[src/rtl/hazard_pkg.sv]
// hazard_pkg: shared state encoding, stage indices and helpers for the
// pipeline hazard/stall controller.
package hazard_pkg;

   typedef enum logic [1:0] {
      ST_IDLE    = 2'd0,
      ST_BR_WAIT = 2'd1,
      ST_DRAIN   = 2'd2,
      ST_TAKE    = 2'd3
   } trap_state_e;

   // Actions the trap sequencer asks of the priority logic.
   typedef struct packed {
      logic stall_id;
      logic take;
   } trap_act_t;

   localparam int IDX_IFID  = 0;
   localparam int IDX_IDEX  = 1;
   localparam int IDX_EXMEM = 2;
   localparam int IDX_MEMWB = 3;

   // Wide enough for LOAD_USE_CYCLES-1 with LOAD_USE_CYCLES up to 7.
   localparam int LU_CNT_W = 3;

   function automatic trap_act_t action_of(input trap_state_e st);
      trap_act_t a;
      a.stall_id = (st == ST_BR_WAIT) || (st == ST_DRAIN);
      a.take     = (st == ST_TAKE);
      return a;
   endfunction

endpackage

[src/rtl/hazard_trap_fsm.sv]
// hazard_trap_fsm: syscall trap sequencer with drain counter and the
// deferred-interrupt latch. Exports a registered state-action vector.
//
// state      | meaning
// ST_IDLE    | no trap sequence in progress
// ST_BR_WAIT | syscall held in ID until no branch is in flight
// ST_DRAIN   | older instructions draining, drain_cnt counting down
// ST_TAKE    | trap vector loaded this cycle
module hazard_trap_fsm
   import hazard_pkg::*;
#(
   parameter int NUM_STAGES = 4
) (
   input  logic      clock,
   input  logic      reset,
   input  logic      mem_ready,
   input  logic      syscall_id,
   input  logic      branch_inflight,
   input  logic      pend_set,
   input  logic      int_take,
   input  logic      redirect,
   output logic      int_pend,
   output trap_act_t act
);

   localparam int DW = $clog2(NUM_STAGES);
   localparam logic [DW-1:0] DRAIN_INIT = DW'(NUM_STAGES - 2);

   trap_state_e   state;
   logic [DW-1:0] drain_cnt;

   always_ff @(posedge clock or posedge reset) begin
      if (reset) begin
         state     <= ST_IDLE;
         drain_cnt <= '0;
         int_pend  <= 1'b0;
         act       <= '0;
      end else if (!mem_ready) begin
         if (pend_set) int_pend <= 1'b1;
      end else if (int_take || redirect) begin
         state     <= ST_IDLE;
         act       <= action_of(ST_IDLE);
         drain_cnt <= '0;
         if (int_take) int_pend <= 1'b0;
      end else begin
         case (state)
            ST_IDLE: begin
               if (syscall_id) begin
                  drain_cnt <= DRAIN_INIT;
                  if (branch_inflight) begin
                     state <= ST_BR_WAIT;
                     act   <= action_of(ST_BR_WAIT);
                  end else begin
                     state <= ST_DRAIN;
                     act   <= action_of(ST_DRAIN);
                  end
               end
            end
            ST_BR_WAIT: begin
               if (!branch_inflight) begin
                  state <= ST_DRAIN;
                  act   <= action_of(ST_DRAIN);
               end
            end
            ST_DRAIN: begin
               // Leave on the cycle the count would reach zero so DRAIN lasts NUM_STAGES-2 cycles.
               if (drain_cnt <= DW'(1)) begin
                  drain_cnt <= '0;
                  state     <= ST_TAKE;
                  act       <= action_of(ST_TAKE);
               end else begin
                  drain_cnt <= drain_cnt - DW'(1);
               end
            end
            default: begin
               state <= ST_IDLE;
               act   <= action_of(ST_IDLE);
            end
         endcase
      end
   end

endmodule

[src/rtl/hazard_ctrl_unit.sv]
// hazard_ctrl_unit: stall/bubble/PC-write controller beside decode.
// Optional memory-stall watchdog enabled by defining HAZARD_MEM_TIMEOUT_EN.
module hazard_ctrl_unit
   import hazard_pkg::*;
#(
   parameter int NUM_STAGES      = 4,
   parameter int REG_W           = 5,
   parameter int NUM_SRC         = 3,
   parameter int LOAD_USE_CYCLES = 1,
   parameter int TIMEOUT_CYCLES  = 256
) (
   input  logic                     clock,
   input  logic                     reset,
   input  logic [NUM_SRC-1:0]       src_valid,
   input  logic [NUM_SRC*REG_W-1:0] src_reg,
   input  logic [REG_W-1:0]         idex_rd,
   input  logic                     idex_memread,
   input  logic                     idex_memwrite,
   input  logic                     id_memread,
   input  logic                     mem_ready,
   input  logic                     jump_id,
   input  logic                     syscall_id,
   input  logic                     idex_branch,
   input  logic                     exmem_branch,
   input  logic                     branch_taken_mem,
   input  logic                     int_trap,
   input  logic                     flush_pipeline,
   output logic [NUM_STAGES-1:0]    bubble,
   output logic [NUM_STAGES-1:0]    write_en,
   output logic                     write_pc,
   output logic                     trap_take
`ifdef HAZARD_MEM_TIMEOUT_EN
   ,
   output logic                     mem_timeout
`endif
);

   localparam logic [LU_CNT_W-1:0] LU_INIT = LU_CNT_W'(LOAD_USE_CYCLES - 1);

   logic                int_pend;
   logic                int_req;
   logic                pend_set;
   logic                src_hit;
   logic                lu_hazard;
   logic                lu_stall;
   logic                ld_st;
   logic [LU_CNT_W-1:0] lu_cnt;
   trap_act_t           act;

   assign int_req = int_trap | int_pend;

`ifdef HAZARD_MEM_TIMEOUT_EN
   localparam int TW = $clog2(TIMEOUT_CYCLES + 1);
   logic [TW-1:0] to_cnt;
   logic          to_hit;

   // The watchdog expiry is routed through the pending-interrupt latch to get one trap.
   assign to_hit   = !mem_ready && (to_cnt == TW'(TIMEOUT_CYCLES - 1));
   assign pend_set = int_trap | to_hit;

   always_ff @(posedge clock or posedge reset) begin
      if (reset) begin
         to_cnt      <= '0;
         mem_timeout <= 1'b0;
      end else if (mem_ready) begin
         to_cnt <= '0;
      end else begin
         if (to_hit) mem_timeout <= 1'b1;
         if (to_cnt != TW'(TIMEOUT_CYCLES)) to_cnt <= to_cnt + TW'(1);
      end
   end
`else
   assign pend_set = int_trap;
`endif

   hazard_trap_fsm #(
      .NUM_STAGES(NUM_STAGES)
   ) u_trap_fsm (
      .clock          (clock),
      .reset          (reset),
      .mem_ready      (mem_ready),
      .syscall_id     (syscall_id),
      .branch_inflight(idex_branch | exmem_branch),
      .pend_set       (pend_set),
      .int_take       (int_req),
      .redirect       (branch_taken_mem),
      .int_pend       (int_pend),
      .act            (act)
   );

   always_comb begin
      src_hit = 1'b0;
      for (int i = 0; i < NUM_SRC; i++) begin
         if (src_valid[i] && (src_reg[i*REG_W +: REG_W] == idex_rd)) src_hit = 1'b1;
      end
   end

   assign lu_hazard = idex_memread && (idex_rd != '0) && src_hit;
   assign lu_stall  = lu_hazard || (lu_cnt != '0);
   assign ld_st     = id_memread && idex_memwrite;

   always_ff @(posedge clock or posedge reset) begin
      if (reset) begin
         lu_cnt <= '0;
      end else if (mem_ready) begin
         if (int_req || branch_taken_mem) begin
            lu_cnt <= '0;
         end else if (!act.stall_id && !act.take) begin
            if (lu_cnt != '0)   lu_cnt <= lu_cnt - LU_CNT_W'(1);
            else if (lu_hazard) lu_cnt <= LU_INIT;
         end
      end
   end

   always_comb begin
      bubble    = '0;
      write_en  = '1;
      write_pc  = 1'b1;
      trap_take = 1'b0;
      if (reset) begin
         trap_take = 1'b0;
      end else if (!mem_ready) begin
         write_en = '0;
         write_pc = 1'b0;
      end else if (int_req) begin
         bubble    = '1;
         trap_take = 1'b1;
      end else begin
         if (branch_taken_mem) begin
            bubble[IDX_IFID]  = 1'b1;
            bubble[IDX_IDEX]  = 1'b1;
            bubble[IDX_EXMEM] = 1'b1;
         end else if (act.take) begin
            bubble    = '1;
            trap_take = 1'b1;
         end else if (act.stall_id || ld_st || lu_stall) begin
            bubble[IDX_IDEX]   = 1'b1;
            write_en[IDX_IFID] = 1'b0;
            write_pc           = 1'b0;
         end else if (jump_id) begin
            bubble[IDX_IFID] = 1'b1;
         end
         if (flush_pipeline) bubble[IDX_IFID] = 1'b1;
      end
   end

endmodule

[config.mk]
export PLATFORM = sky130hd
export DESIGN_NAME = hazard_ctrl_unit
export DESIGN_NICKNAME = d
export VERILOG_FILES = /design/src/rtl/hazard_pkg.sv /design/src/rtl/hazard_trap_fsm.sv /design/src/rtl/hazard_ctrl_unit.sv
export SDC_FILE = /design/constraint.sdc
export NUM_CORES = 1
export LEC_CHECK = 0
export BUFFER_PORTS_ARGS = -buffer_cell sky130_fd_sc_hd__buf_2
export CAP_MARGIN = 20
export CORE_ASPECT_RATIO = 1.4
export CORE_MARGIN = 1
export CORE_UTILIZATION = 50
export DETAILED_ROUTE_END_ITERATION = 7
export GPL_ROUTABILITY_DRIVEN = 0
export PLACE_DENSITY_LB_ADDON = 0.25
export SLEW_MARGIN = 40
export SYNTH_ARGS = -nofsm -noshare
export SYNTH_HDL_FRONTEND = slang
export SYNTH_HIERARCHICAL = 1
export SYNTH_SLANG_ARGS = --single-unit
[constraint.sdc]
create_clock -name clock -period 3.15 [get_ports clock]
set_input_delay 0.63 -clock clock [delete_from_list [all_inputs] [get_ports clock]]
set_output_delay 0.63 -clock clock [all_outputs]
set_load 0.02 [all_outputs]
---- Yosys cells after proc, flatten, opt, wreduce, memory -nomap -nowiden ----
Cells that the tools add are included.
cells by class
  $add $sub $neg .......................... 2
  multipliers ............................. 0
  div/mod/pow operators ................... 0
  order comparisons ....................... 1
  equal/unequal tests ..................... 10
  shifts and indexed selects .............. 0
  mux-type cells .......................... 48
  bitwise operators ....................... 2
  reductions and logical operators ........ 24
operators with widths
  kind                 count
  $mux 2               12
  $mux 1               23
  $mux 3               6
  $mux 4               4
  $eq 5x5->1           3
  $pmux 2 s3           2
  $reduce_and 3->1     3
  $reduce_bool 3->1    3
  $logic_and 1x1->1    7
  $ne 3x3->1 const B   2
  $reduce_bool 5->1    1
  $logic_or 1x1->1     4
  $ne 2x1->1 const B   2
  $pmux 2 s2           1
  $reduce_and 4->1     1
  $reduce_bool 2->1    2
  $ne 3x2->1 const B   1
  $sub 3x1->3 const B  1
  $eq 2x1->1 const B   1
  $eq 2x2->1 const B   1
  $le 2x1->1 const B   1
  $logic_not 1->1      2
  $logic_not 2->1      1
  $or 1x1->1           2
  $sub 2x1->2 const B  1
storage, ports and cells
  register bits ........................... 10
  bits in latches ......................... 0
  RAM bits ................................ 0
  ROM bits ................................ 0
  bits of input ports ..................... 36
  output and inout bits ................... 10
  logic and storage cells ................. 93
  memories kept ........................... 0

---- Logic depth before layout (Yosys ltp) ----
Gate-level depths: netlist of run 1.
  depth after elaboration ................. 15
  depth in mapped cells ................... 7
  gate-level depth less buffers ........... 6

---- Modules after synthesis ----
The synthesis of run 1 kept the hierarchy.
by module, submodules not included
  module            times used  cells each  area each (um^2)  sequential area each (um^2)
  hazard_ctrl_unit  1           71          568.0             75.1
  hazard_trap_fsm   1           48          469.2             175.2

---- Worst setup path before layout of run 1 ----
OpenSTA, ideal clock, no wires.
  path type ............................... input-to-output
  start ................................... in idex_rd[0]
  end ..................................... out write_en[0]
  arrival time ............................ 1.938 ns
  required time ........................... 2.520 ns
  setup slack ............................. 0.582 ns
  cell stages on the path ................. 7
  path buffers ............................ 1
  cells stage by stage .................... or4_1 o21ai_2 nand3_1 o21ai_2 o31ai_1 nand2_1 buf_4
on the way
  longest elaborated chain between the ends .. 14
  elaborated cells between the ends (all ways) .. 20
  those cells by class .................... eq/ne (3); mux (9); reduce/logical (8)
ends and longest elaborated chain
  item                 line                     RTL
  from (decl)          hazard_ctrl_unit.sv:16   input logic [REG_W-1:0] idex_rd,
  $eq 5x5->1           hazard_ctrl_unit.sv:94   if (src_valid[i] && (src_reg[i*REG_W +: REG_W] == idex_rd)) src_hit = 1'b1;
  $logic_and 1x1->1    hazard_ctrl_unit.sv:94
  $mux 1 (3 in a row)  hazard_ctrl_unit.sv:94
  $logic_and 1x1->1 *  hazard_ctrl_unit.sv:98   assign lu_hazard = idex_memread && (idex_rd != '0) && src_hit;
  $logic_or 1x1->1 *   hazard_ctrl_unit.sv:99   assign lu_stall = lu_hazard || (lu_cnt != '0);
  $logic_or 1x1->1 *   hazard_ctrl_unit.sv:136  end else if (act.stall_id || ld_st || lu_stall) begin
  $mux 1 *             hazard_ctrl_unit.sv:136
  $mux 1 *             hazard_ctrl_unit.sv:133  end else if (act.take) begin
  $mux 1 *             hazard_ctrl_unit.sv:129  if (branch_taken_mem) begin
  $mux 1 *             hazard_ctrl_unit.sv:125  end else if (int_req) begin
  $mux 1 *             hazard_ctrl_unit.sv:122  end else if (!mem_ready) begin
  $mux 4 *             hazard_ctrl_unit.sv:120  if (reset) begin
  to (decl)            hazard_ctrl_unit.sv:29   output logic [NUM_STAGES-1:0] write_en,
Every way passes the cells marked *; elsewhere a longest branch is shown, timed or not.

---- Worst setup path after layout of run 1 ----
  start ................................... in idex_rd[1]
  end ..................................... out bubble[0]
on the way
  longest elaborated chain between the ends .. 15
  elaborated cells between the ends (all ways) .. 21
  those cells by class .................... eq/ne (3); mux (10); reduce/logical (8)
ends and longest elaborated chain
  item                 line                     RTL
  $eq 5x5->1           hazard_ctrl_unit.sv:94
  $logic_and 1x1->1    hazard_ctrl_unit.sv:94
  $mux 1 (3 in a row)  hazard_ctrl_unit.sv:94
  $logic_and 1x1->1 *  hazard_ctrl_unit.sv:98
  $logic_or 1x1->1 *   hazard_ctrl_unit.sv:99
  $logic_or 1x1->1 *   hazard_ctrl_unit.sv:136
  $mux 1 *             hazard_ctrl_unit.sv:136
  $mux 2 *             hazard_ctrl_unit.sv:133
  $mux 3 *             hazard_ctrl_unit.sv:129
  $mux 1 *             hazard_ctrl_unit.sv:143  if (flush_pipeline) bubble[IDX_IFID] = 1'b1;
  $mux 4 *             hazard_ctrl_unit.sv:125
  $mux 4 *             hazard_ctrl_unit.sv:122
  $mux 4 *             hazard_ctrl_unit.sv:120
  to (decl)            hazard_ctrl_unit.sv:28   output logic [NUM_STAGES-1:0] bubble,
Marked as above.

==> reports/qor.csv, run 1 <==
stage,metric,value,unit
synthesis,ys_seq_area_share,24.13,%
global_routing,grt_remaining_overflow,0,
critical_path,path_max_fanout,4,
route,drc,0,
synthesis,synth.mux.area_fraction,4.343,%
placed_design,io_buffer_count,45,
clocking,clk_latency,0.28,ns
route,postRouteAntennaNets,0,
clocking,cts_hold_buffers,0,
route,firstDrtPassIters,4,
cells_and_area,layout-drive-gt1-share,40.49,%
sta,setup_viol,0,
synthesis,synth-adder-area-share,7.238,%
sta,max_slew_margin,76.89,%
synthesis,ys_types,40,
power,p_leak,0.6055,nW
sta,finalCriticalPeriod,2.697,ns
floorplanning,die_height,55.89,microns
clocking,post_cts_resize_count,0,
sta,worst_slew_pin_slew,0.3430,ns
synthesis,yosysWarnings,6,
global_routing,grt_max_degree,17,
floorplanning,die_area,2263,sq um
route,wl_per_cell,13.59,microns
clocking,cts_root_buffer,clkbuf_4,
global_routing,grt_pass1_wl,3774,microns
floorplanning,rows,19,
critical_path,critPathRequiredTime,2.52,ns
synthesis,synthSimpleGateAreaFrac,19.78,%
critical_path,endpoint_kind,output port,
floorplanning,die_w,40.50,microns
synthesis,syn_nets,161,
critical_path,startpoint,idex_rd[1],
sta,finClkSkew,0.005755,ns
synthesis,synth_cells,119,
placed_design,place_ws,0.4455,ns
synthesis,synth_top_family_by_area,compound AO/OA/AOI/OAI gates,
clocking,postCtsSetupBuffers,0,
clocking,clock_path_buffers,2,
sta,min_period_over_period,85.61,%
placed_design,dpl.hpwl,2102,microns
sta,whs,0.2540,ns
sta,finalSetupTns,0,ns
floorplanning,start_util,53.21,%
global_routing,antenna_found_initial,0,
clocking,cts_tree,yes,
clocking,clkTransAtPathRegs,0.07,ns
floorplanning,coreArea,1949,sq um
global_routing,track_usage,23.39,%
synthesis,synth_area_per_cell,8.716,sq um
sta,rsz0062_at_grt,no,
synthesis,synth_xor_area_share,12.67,%
power,irDropWorstVdd,297.2,uV
cells_and_area,synthToLayoutAreaGrowth,24.37,%
cells_and_area,n_antenna_cell,0,
floorplanning,io_pins,46,
critical_path,critPathLaunchType,input port,
synthesis,synth_area,1037,sq um
cells_and_area,finish.utilization,66.17,%
clocking,cts.sinks,10,
power,pwr_density_cell,329.4,nW/um^2
sta,fin_ws,0.4532,ns
global_routing,grt_pass1_vias,992,
route,viasPerCell,5.620,
cells_and_area,nets,206,
critical_path,crit_type,in2out,
sta,fmax,370.8,MHz
worst_hold_path,hold_class,in2async,
run,drv_cap,0,
clocking,cts_buffers,3,
status,status,finished clean,
synthesis,synth-compound-area-share,24.49,%
critical_path,cp.arrival,2.07,ns
critical_path,reg2reg_from,lu_cnt[0],
clocking,h-tree-depth,1,
sta,slew_viol_final,0,
synthesis,ys_seq_elements,10,
route,initialDrtViolationCount,31,
route,vias,1034,
sta,finalHoldViolations,0,
route,routed_wl,2500,microns
-- critical path, cell delays in order --
cell and delay [ns]:
buf_2 0.14, xnor2_1 0.18, nand4_1 0.13, o22ai_2 0.28, o21ai_2 0.12, a2111oi_2 0.35
nor2_1 0.06, buf_2 0.16
-- layer usage --
metal	up-vias	GRT usage, %	share of wire, %
met3	5	1.600	6.6
met4	0	11.43	1.8
met2	43	43.54	56
met1	478	22.92	36
met5	-	0	0
li1	508	-	-
-- metrics by stage --
step                       power, W  instances  area, sq um
after floorplan           0.0002545        119         1037
after global placement    0.0003004        180         1254
after detailed placement  0.0003063        180         1254
after CTS                 0.0004279        184         1290
after global routing      0.0004474        184         1290
final                     0.0004249        184         1290
-- cell usage after synthesis --
cell type,count,area share (%)
a2111oi_2,1,1.4
a211oi_2,1,1.2
a21boi_2,1,1.1
a21oi_1,5,2.4
a22o_1,1,0.84
a41oi_2,1,1.6
and3_1,1,0.60
and3b_1,1,0.84
and4b_1,1,0.97
buf_2,1,0.48
buf_4,4,2.9
dfrtp_1,10,24
ha_1,6,7.2
inv_1,11,4.0
mux2_4,1,1.4
mux2i_1,3,2.9
nand2_1,9,3.3
nand2b_1,2,1.2
nand3_1,2,0.97
nand4_1,3,1.8
nand4b_1,1,0.84
nor2_1,7,2.5
nor2_2,1,0.60
nor2b_1,2,1.2
nor3_1,1,0.48
nor3b_1,1,0.72
o2111ai_2,1,1.4
o211ai_1,3,2.2
o21a_1,1,0.72
o21ai_0,5,2.4
o21ai_1,1,0.48
o21ai_2,3,2.5
o221a_2,1,1.1
o22ai_2,3,3.6
o31ai_1,2,1.4
or2_1,1,0.60
or2_2,3,1.8
or3_1,1,0.60
or4_1,1,0.72
xnor2_1,15,13
-- registers in the layout, summed over array words and instances (netlist names) --
signal / cells
u_trap_fsm/drain_cnt: 2
u_trap_fsm/int_pend: 1
u_trap_fsm/act: 2
u_trap_fsm/state: 2
lu_cnt: 3
-- power by group --
group          leakage [nW]  internal, W  switching (W)
clock network        0.0210    0.0000703      0.0000504
logic                 0.448    0.0000715      0.0000849
registers             0.136     0.000137      0.0000106
total                 0.605     0.000279       0.000146
-- cell type report --
cell class,instances,area [sq um]
multi-input cells,93,710.7
fillers,174,659.4
well taps,21,26.28
inverters,11,41.29
repair buffers,45,225.2
clock buffers,4,36.28
flip-flops and latches,10,250.2
-- cells in the final DEF, fill, tap and decap left out, drive strengths merged, types with 2 or more instances in the layout --
master  netlist  routed
o22ai         3       3
nand4         3       3
nor2b         2       2
nand2         9       9
inv          11      11
a21oi         5       5
nor2          8       8
nand2b        2       2
or2           4       4
xnor2        15      15
nand3         2       2
o211ai        3       3
clkbuf        0       4
o31ai         2       2
buf           5      45
dfrtp        10      10
ha            6       6
mux2i         3       3
o21ai         9       9
-- cells by family after synthesis --
| group | Yosys count |
|---|---|
| and+or+nand+nor | 38 |
| buffers and inverters | 16 |
| DFF | 10 |
| AOI/OAI and AO/OA | 30 |
| xor gates and xnor gates | 15 |
| adders and majority gates | 6 |
| muxes | 4 |
-- worst paths after layout --
path                                          end  slack (ns)  depth (start not counted)
worst min-delay path                    lu_cnt[2]        0.25                          2
max in group asynchronous       u_trap_fsm/act[1]        2.62                          2
worst max-delay path                    bubble[0]        0.45                          8
worst max register to register          lu_cnt[1]        1.51                          5
min in group clock                      lu_cnt[1]        0.54                          2
worst min register to register          lu_cnt[1]        0.54                          2
No activity file was read; power rests on OpenSTA's default activity.
==> run 2: changes to the inputs <==
Settings changed: REMOVE_ABC_BUFFERS from default to 1.
==> reports/qor.csv, run 2 (synthesis results as in run 1) <==
stage,metric,value,unit
status,status,finished clean,
critical_path,crit_type,in2out,
clocking,postCtsSetupBuffers,0,
sta,slew_viol_final,0,
sta,max_slew_margin,73.88,%
clocking,post_cts_resize_count,0,
clocking,clkTransAtPathRegs,0.06,ns
cells_and_area,top_register,lu_cnt,
critical_path,crit_chain,buf_2 > or4_1 > o21ai_2 > nand3_1 > o21ai_2 > a2111oi_2 > nor2_1 > buf_2,
route,vias,1023,
global_routing,grt_pass1_vias,990,
cells_and_area,final_common_cell,buf_2,
route,initialDrtViolationCount,11,
placed_design,io_buffer_count,45,
clocking,clock_path_buffers,2,
floorplanning,start_util,53.21,%
critical_path,r2r_slack,1.51,ns
cells_and_area,synthToLayoutAreaGrowth,24.37,%
critical_path,path_max_fanout,4,
clocking,cts_hold_buffers,0,
placed_design,place_ws,0.4235,ns
clocking,clk_latency,0.26,ns
global_routing,track_usage,25.15,%
global_routing,grt_remaining_overflow,0,
critical_path,r2r-end,lu_cnt[1],
critical_path,critPathRequiredTime,2.52,ns
power,p_total,0.0004172,W
route,postRouteAntennaNets,0,
cells_and_area,layout-drive-gt1-share,40.49,%
route,wl_per_cell,14.24,microns
route,routed_wl,2621,microns
sta,worst_slew_pin_slew,0.3877,ns
cells_and_area,final_cells,184,
worst_hold_path,hold_class,in2async,
floorplanning,rows,19,
power,irDropWorstVdd,264.8,uV
power,p_leak,0.6055,nW
sta,min_period_over_period,86.49,%
run,drv_cap,0,
clocking,cts.sinks,10,
global_routing,grt_pass1_wl,3981,microns
global_routing,grt_max_degree,17,
floorplanning,die_height,55.89,microns
sta,finalSetupTns,0,ns
power,pwr_density_cell,323.4,nW/um^2
clocking,cts_buffers,3,
placed_design,place_inst,180,
placed_design,dpl.hpwl,2218,microns
sta,fin_ws,0.4256,ns
floorplanning,die_area,2263,sq um
critical_path,reg2reg_from,lu_cnt[0],
critical_path,cp.arrival,2.09,ns
clocking,cts_root_buffer,clkbuf_4,
floorplanning,io_pins,46,
sta,finClkSkew,0.003171,ns
route,firstDrtPassIters,5,
route,viasPerCell,5.560,
sta,fmax,367.1,MHz
sta,finalHoldViolations,0,
critical_path,reg2regPathDepth,5,
critical_path,critPathLaunchType,input port,
critical_path,startpoint,idex_rd[0],
critical_path,cp-endpoint,bubble[0],
clocking,cts_tree,yes,
cells_and_area,n_antenna_cell,0,
critical_path,slowest_stage,or4_1,
sta,rsz0062_at_grt,no,
floorplanning,coreArea,1949,sq um
cells_and_area,largest_reg_flops,3,
cells_and_area,nets,206,
clocking,h-tree-depth,1,
sta,setup_viol,0,
critical_path,crit_path_max_incr_delay,0.57,ns
floorplanning,die_w,40.50,microns
route,drc,0,
global_routing,antenna_found_initial,0,
critical_path,endpoint_kind,output port,
cells_and_area,layout_common_cells,"buf_2, xnor2_1, inv_1",
sta,finalCriticalPeriod,2.724,ns
-- run 2: cell counts in the layout (fill, tap and decap cells not counted) --
No cell type changed its count.
-- run 2: where the power goes --
group          switching [W]  internal, W  total (W)
logic              0.0000852    0.0000715   0.000157
registers          0.0000112     0.000137   0.000148
clock network      0.0000420    0.0000701   0.000112
total               0.000138     0.000279   0.000417
-- run 2: worst min path at each step --
stage / startpoint / depth (start not counted) / to
4_1_cts: reset / 2 / lu_cnt[1]
5_1_grt: reset / 2 / lu_cnt[2]
3_3_place_gp: u_trap_fsm/int_pend / 2 / u_trap_fsm/int_pend
2_1_floorplan: reset / 1 / lu_cnt[0]
3_5_place_dp: lu_cnt[1] / 2 / lu_cnt[1]
6_report: reset / 2 / lu_cnt[2]
-- run 2: area by class of cell --
cell class / count / area [sq um]
Inverter: 11 / 41.29
Clock buffer: 4 / 36.28
Tap cell: 21 / 26.28
Timing Repair Buffer: 45 / 225.2
Multi-Input combinational cell: 93 / 710.7
Fill cell: 175 / 659.4
Sequential cell: 10 / 250.2
-- run 2: metal layers --
metal  share of wire, %  global-route usage, %
met5                  0                      0
met4               0.53                  8.571
met3                7.7                  2.000
met2                 56                  48.98
met1                 35                  24.02
-- run 2: critical path, delay by kind of cell --
kind | cells | cell delay, ns
simple gates | 3 | 0.78
compound gates | 3 | 0.36
buf+inv | 2 | 0.32
-- run 2: per-stage QoR --
step           instance area, sq um  utilization [%]  hold slack (ns)
6_report                       1290            66.17           0.2724
5_1_grt                        1290            66.17           0.2834
4_1_cts                        1290            66.17           0.2667
3_5_place_dp                   1254            64.31           0.5354
3_3_place_gp                   1254            64.31           0.5167
2_1_floorplan                  1002                -           0.4001
==> run 3: changes to the inputs <==
Settings changed: CORE_UTILIZATION 50 to 42.
Clock period 3.15 ns to 2.6 ns, I/O delays scaled along.
==> reports/qor.csv, run 3 (synthesis results as in run 1) <==
stage,metric,value,unit
status,status,"finished, violations left",
status,violations,design-rule violations,
cells_and_area,layout-drive-gt1-share,41.21,%
route,routed_wl,2402,microns
global_routing,antenna_found_initial,0,
sta,finClkSkew,0.003108,ns
cells_and_area,nets,208,
floorplanning,start_util,46.06,%
sta,setup_viol,0,
route,initialDrtViolationCount,23,
clocking,cts.sinks,10,
critical_path,crit_type,in2out,
cells_and_area,synthToLayoutAreaGrowth,25.93,%
placed_design,dpl.hpwl,1982,microns
critical_path,critPathLaunchType,input port,
cells_and_area,multi_input_area,710.7,sq um
clocking,cts_root_buffer,clkbuf_4,
critical_path,cpLargestDelayFamily,simple AND/OR/NAND/NOR gates,
global_routing,grt_max_degree,17,
sta,min_period_over_period,94.12,%
sta,worst_slew_pin_slew,0.3437,ns
cells_and_area,seq_area,250.2,sq um
critical_path,r2r-end,lu_cnt[1],
power,irDropWorstVdd,300.4,uV
clocking,h-tree-depth,1,
clocking,cts_tree,yes,
clocking,clk_latency,0.27,ns
clocking,post_cts_resize_count,0,
critical_path,crit_chain,buf_2 > or4_1 > o21ai_2 > nand3_1 > o21ai_2 > a2111oi_2 > nor2_1 > buf_2,
floorplanning,die_area,2675,sq um
global_routing,track_usage,20.82,%
route,drc,5,
sta,slew_viol_final,0,
clocking,clock_path_buffers,2,
cells_and_area,fill_cells,211,
cells_and_area,fin_area,1306,sq um
floorplanning,rows,20,
sta,finalCriticalPeriod,2.447,ns
sta,finalSetupTns,0,ns
critical_path,r2r_slack,0.96,ns
sta,rsz0062_at_grt,no,
placed_design,postPlaceCellArea,1255,sq um
sta,fmax,408.7,MHz
worst_hold_path,hold_class,in2async,
cells_and_area,n_antenna_cell,0,
cells_and_area,layout_common_cells,"buf_2, xnor2_1, inv_1",
clocking,clkTransAtPathRegs,0.07,ns
critical_path,reg2regPathDepth,5,
global_routing,grt_pass1_vias,1003,
critical_path,crit_path_max_incr_delay,0.53,ns
clocking,cts_buffers,3,
critical_path,path_max_fanout,4,
sta,finalHoldViolations,0,
critical_path,critPathRequiredTime,2.08,ns
run,drv_cap,0,
power,p_total,0.0005094,W
route,vias,1011,
critical_path,endpoint_kind,output port,
power,p_leak,0.6165,nW
floorplanning,coreArea,2252,sq um
critical_path,cp.arrival,1.93,ns
floorplanning,die_height,60.80,microns
cells_and_area,top_register,lu_cnt,
critical_path,reg2reg_from,lu_cnt[0],
global_routing,grt_pass1_wl,4202,microns
route,postRouteAntennaNets,0,
power,pwr_density_cell,390.0,nW/um^2
cells_and_area,largest_reg_flops,3,
cells_and_area,final_common_cell,buf_2,
critical_path,slowest_stage,or4_1,
route,wl_per_cell,12.84,microns
critical_path,path_buf_inv,2,
route,firstDrtPassIters,7,
floorplanning,io_pins,46,
placed_design,io_buffer_count,45,
route,viasPerCell,5.406,
sta,max_slew_margin,76.84,%
floorplanning,die_w,44,microns
global_routing,grt_remaining_overflow,0,
-- run 3: cell types whose count changed in the layout (fill, tap and decap cells not counted) --
cell and change:
buf_4 +2
-- run 3: how the worst max path moves through the flow --
stage / start / depth (start not counted) / endpoint / slack (ns)
floorplan: idex_rd[0] / 6 / bubble[0] / 0.32
global placement: idex_rd[1] / 8 / bubble[0] / 0.19
detailed placement: idex_rd[1] / 8 / bubble[0] / 0.12
CTS: idex_rd[1] / 8 / bubble[0] / 0.12
global route: idex_rd[2] / 8 / bubble[0] / 0.02
finish: idex_rd[0] / 8 / bubble[0] / 0.15
-- run 3: layout make-up --
type                       count  area share, %
clock buffer                   4          2.778
inverter                      11          3.161
multi-input combinational     93          54.41
sequential                    10          19.16
tap                           22          2.107
timing repair buffer          47          18.39
-- run 3: timing repair --
action,CTS,global route
hold endpoints to repair,0,0
setup endpoints to repair,0,1
buffers inserted,0,2
hold buffers,0,0
-- run 3: layer usage --
metal  vias up  global-route usage, %  wire length [microns]
met5         -                      0                      0
met4         0                  9.524                     65
met3         8                  3.274                    120
met2        34                  38.66                   1246
met1       460                  22.75                    970
li1        509                      -                      -
-- run 3: report_power, final --
| group | internal (W) | switching [W] | leakage, nW |
|---|---|---|---|
| logic | 0.0000878 | 0.000101 | 0.459 |
| clock network | 0.0000850 | 0.0000562 | 0.0210 |
| registers | 0.000166 | 0.0000131 | 0.136 |
-- run 3: worst reg2reg max path: stages, from the launching register on --
cell	delay [ns]
dfrtp_1	0.41
nor2_1	0.20
ha_1	0.29
o21ai_0	0.19
o2111ai_2	0.29
o211ai_1	0.14
-- run 3: per-stage QoR --
stage          setup slack (ns)  std cells  utilization, %  hold WS (ns)
2_1_floorplan            0.3178        114               -        0.2901
3_3_place_gp             0.1892        181           55.72        0.4335
3_5_place_dp             0.1214        181           55.72        0.4388
4_1_cts                  0.1206        185           57.33        0.1446
5_1_grt                 0.01531        187           58.00        0.1564
6_report                 0.1530        187           58.00        0.1500
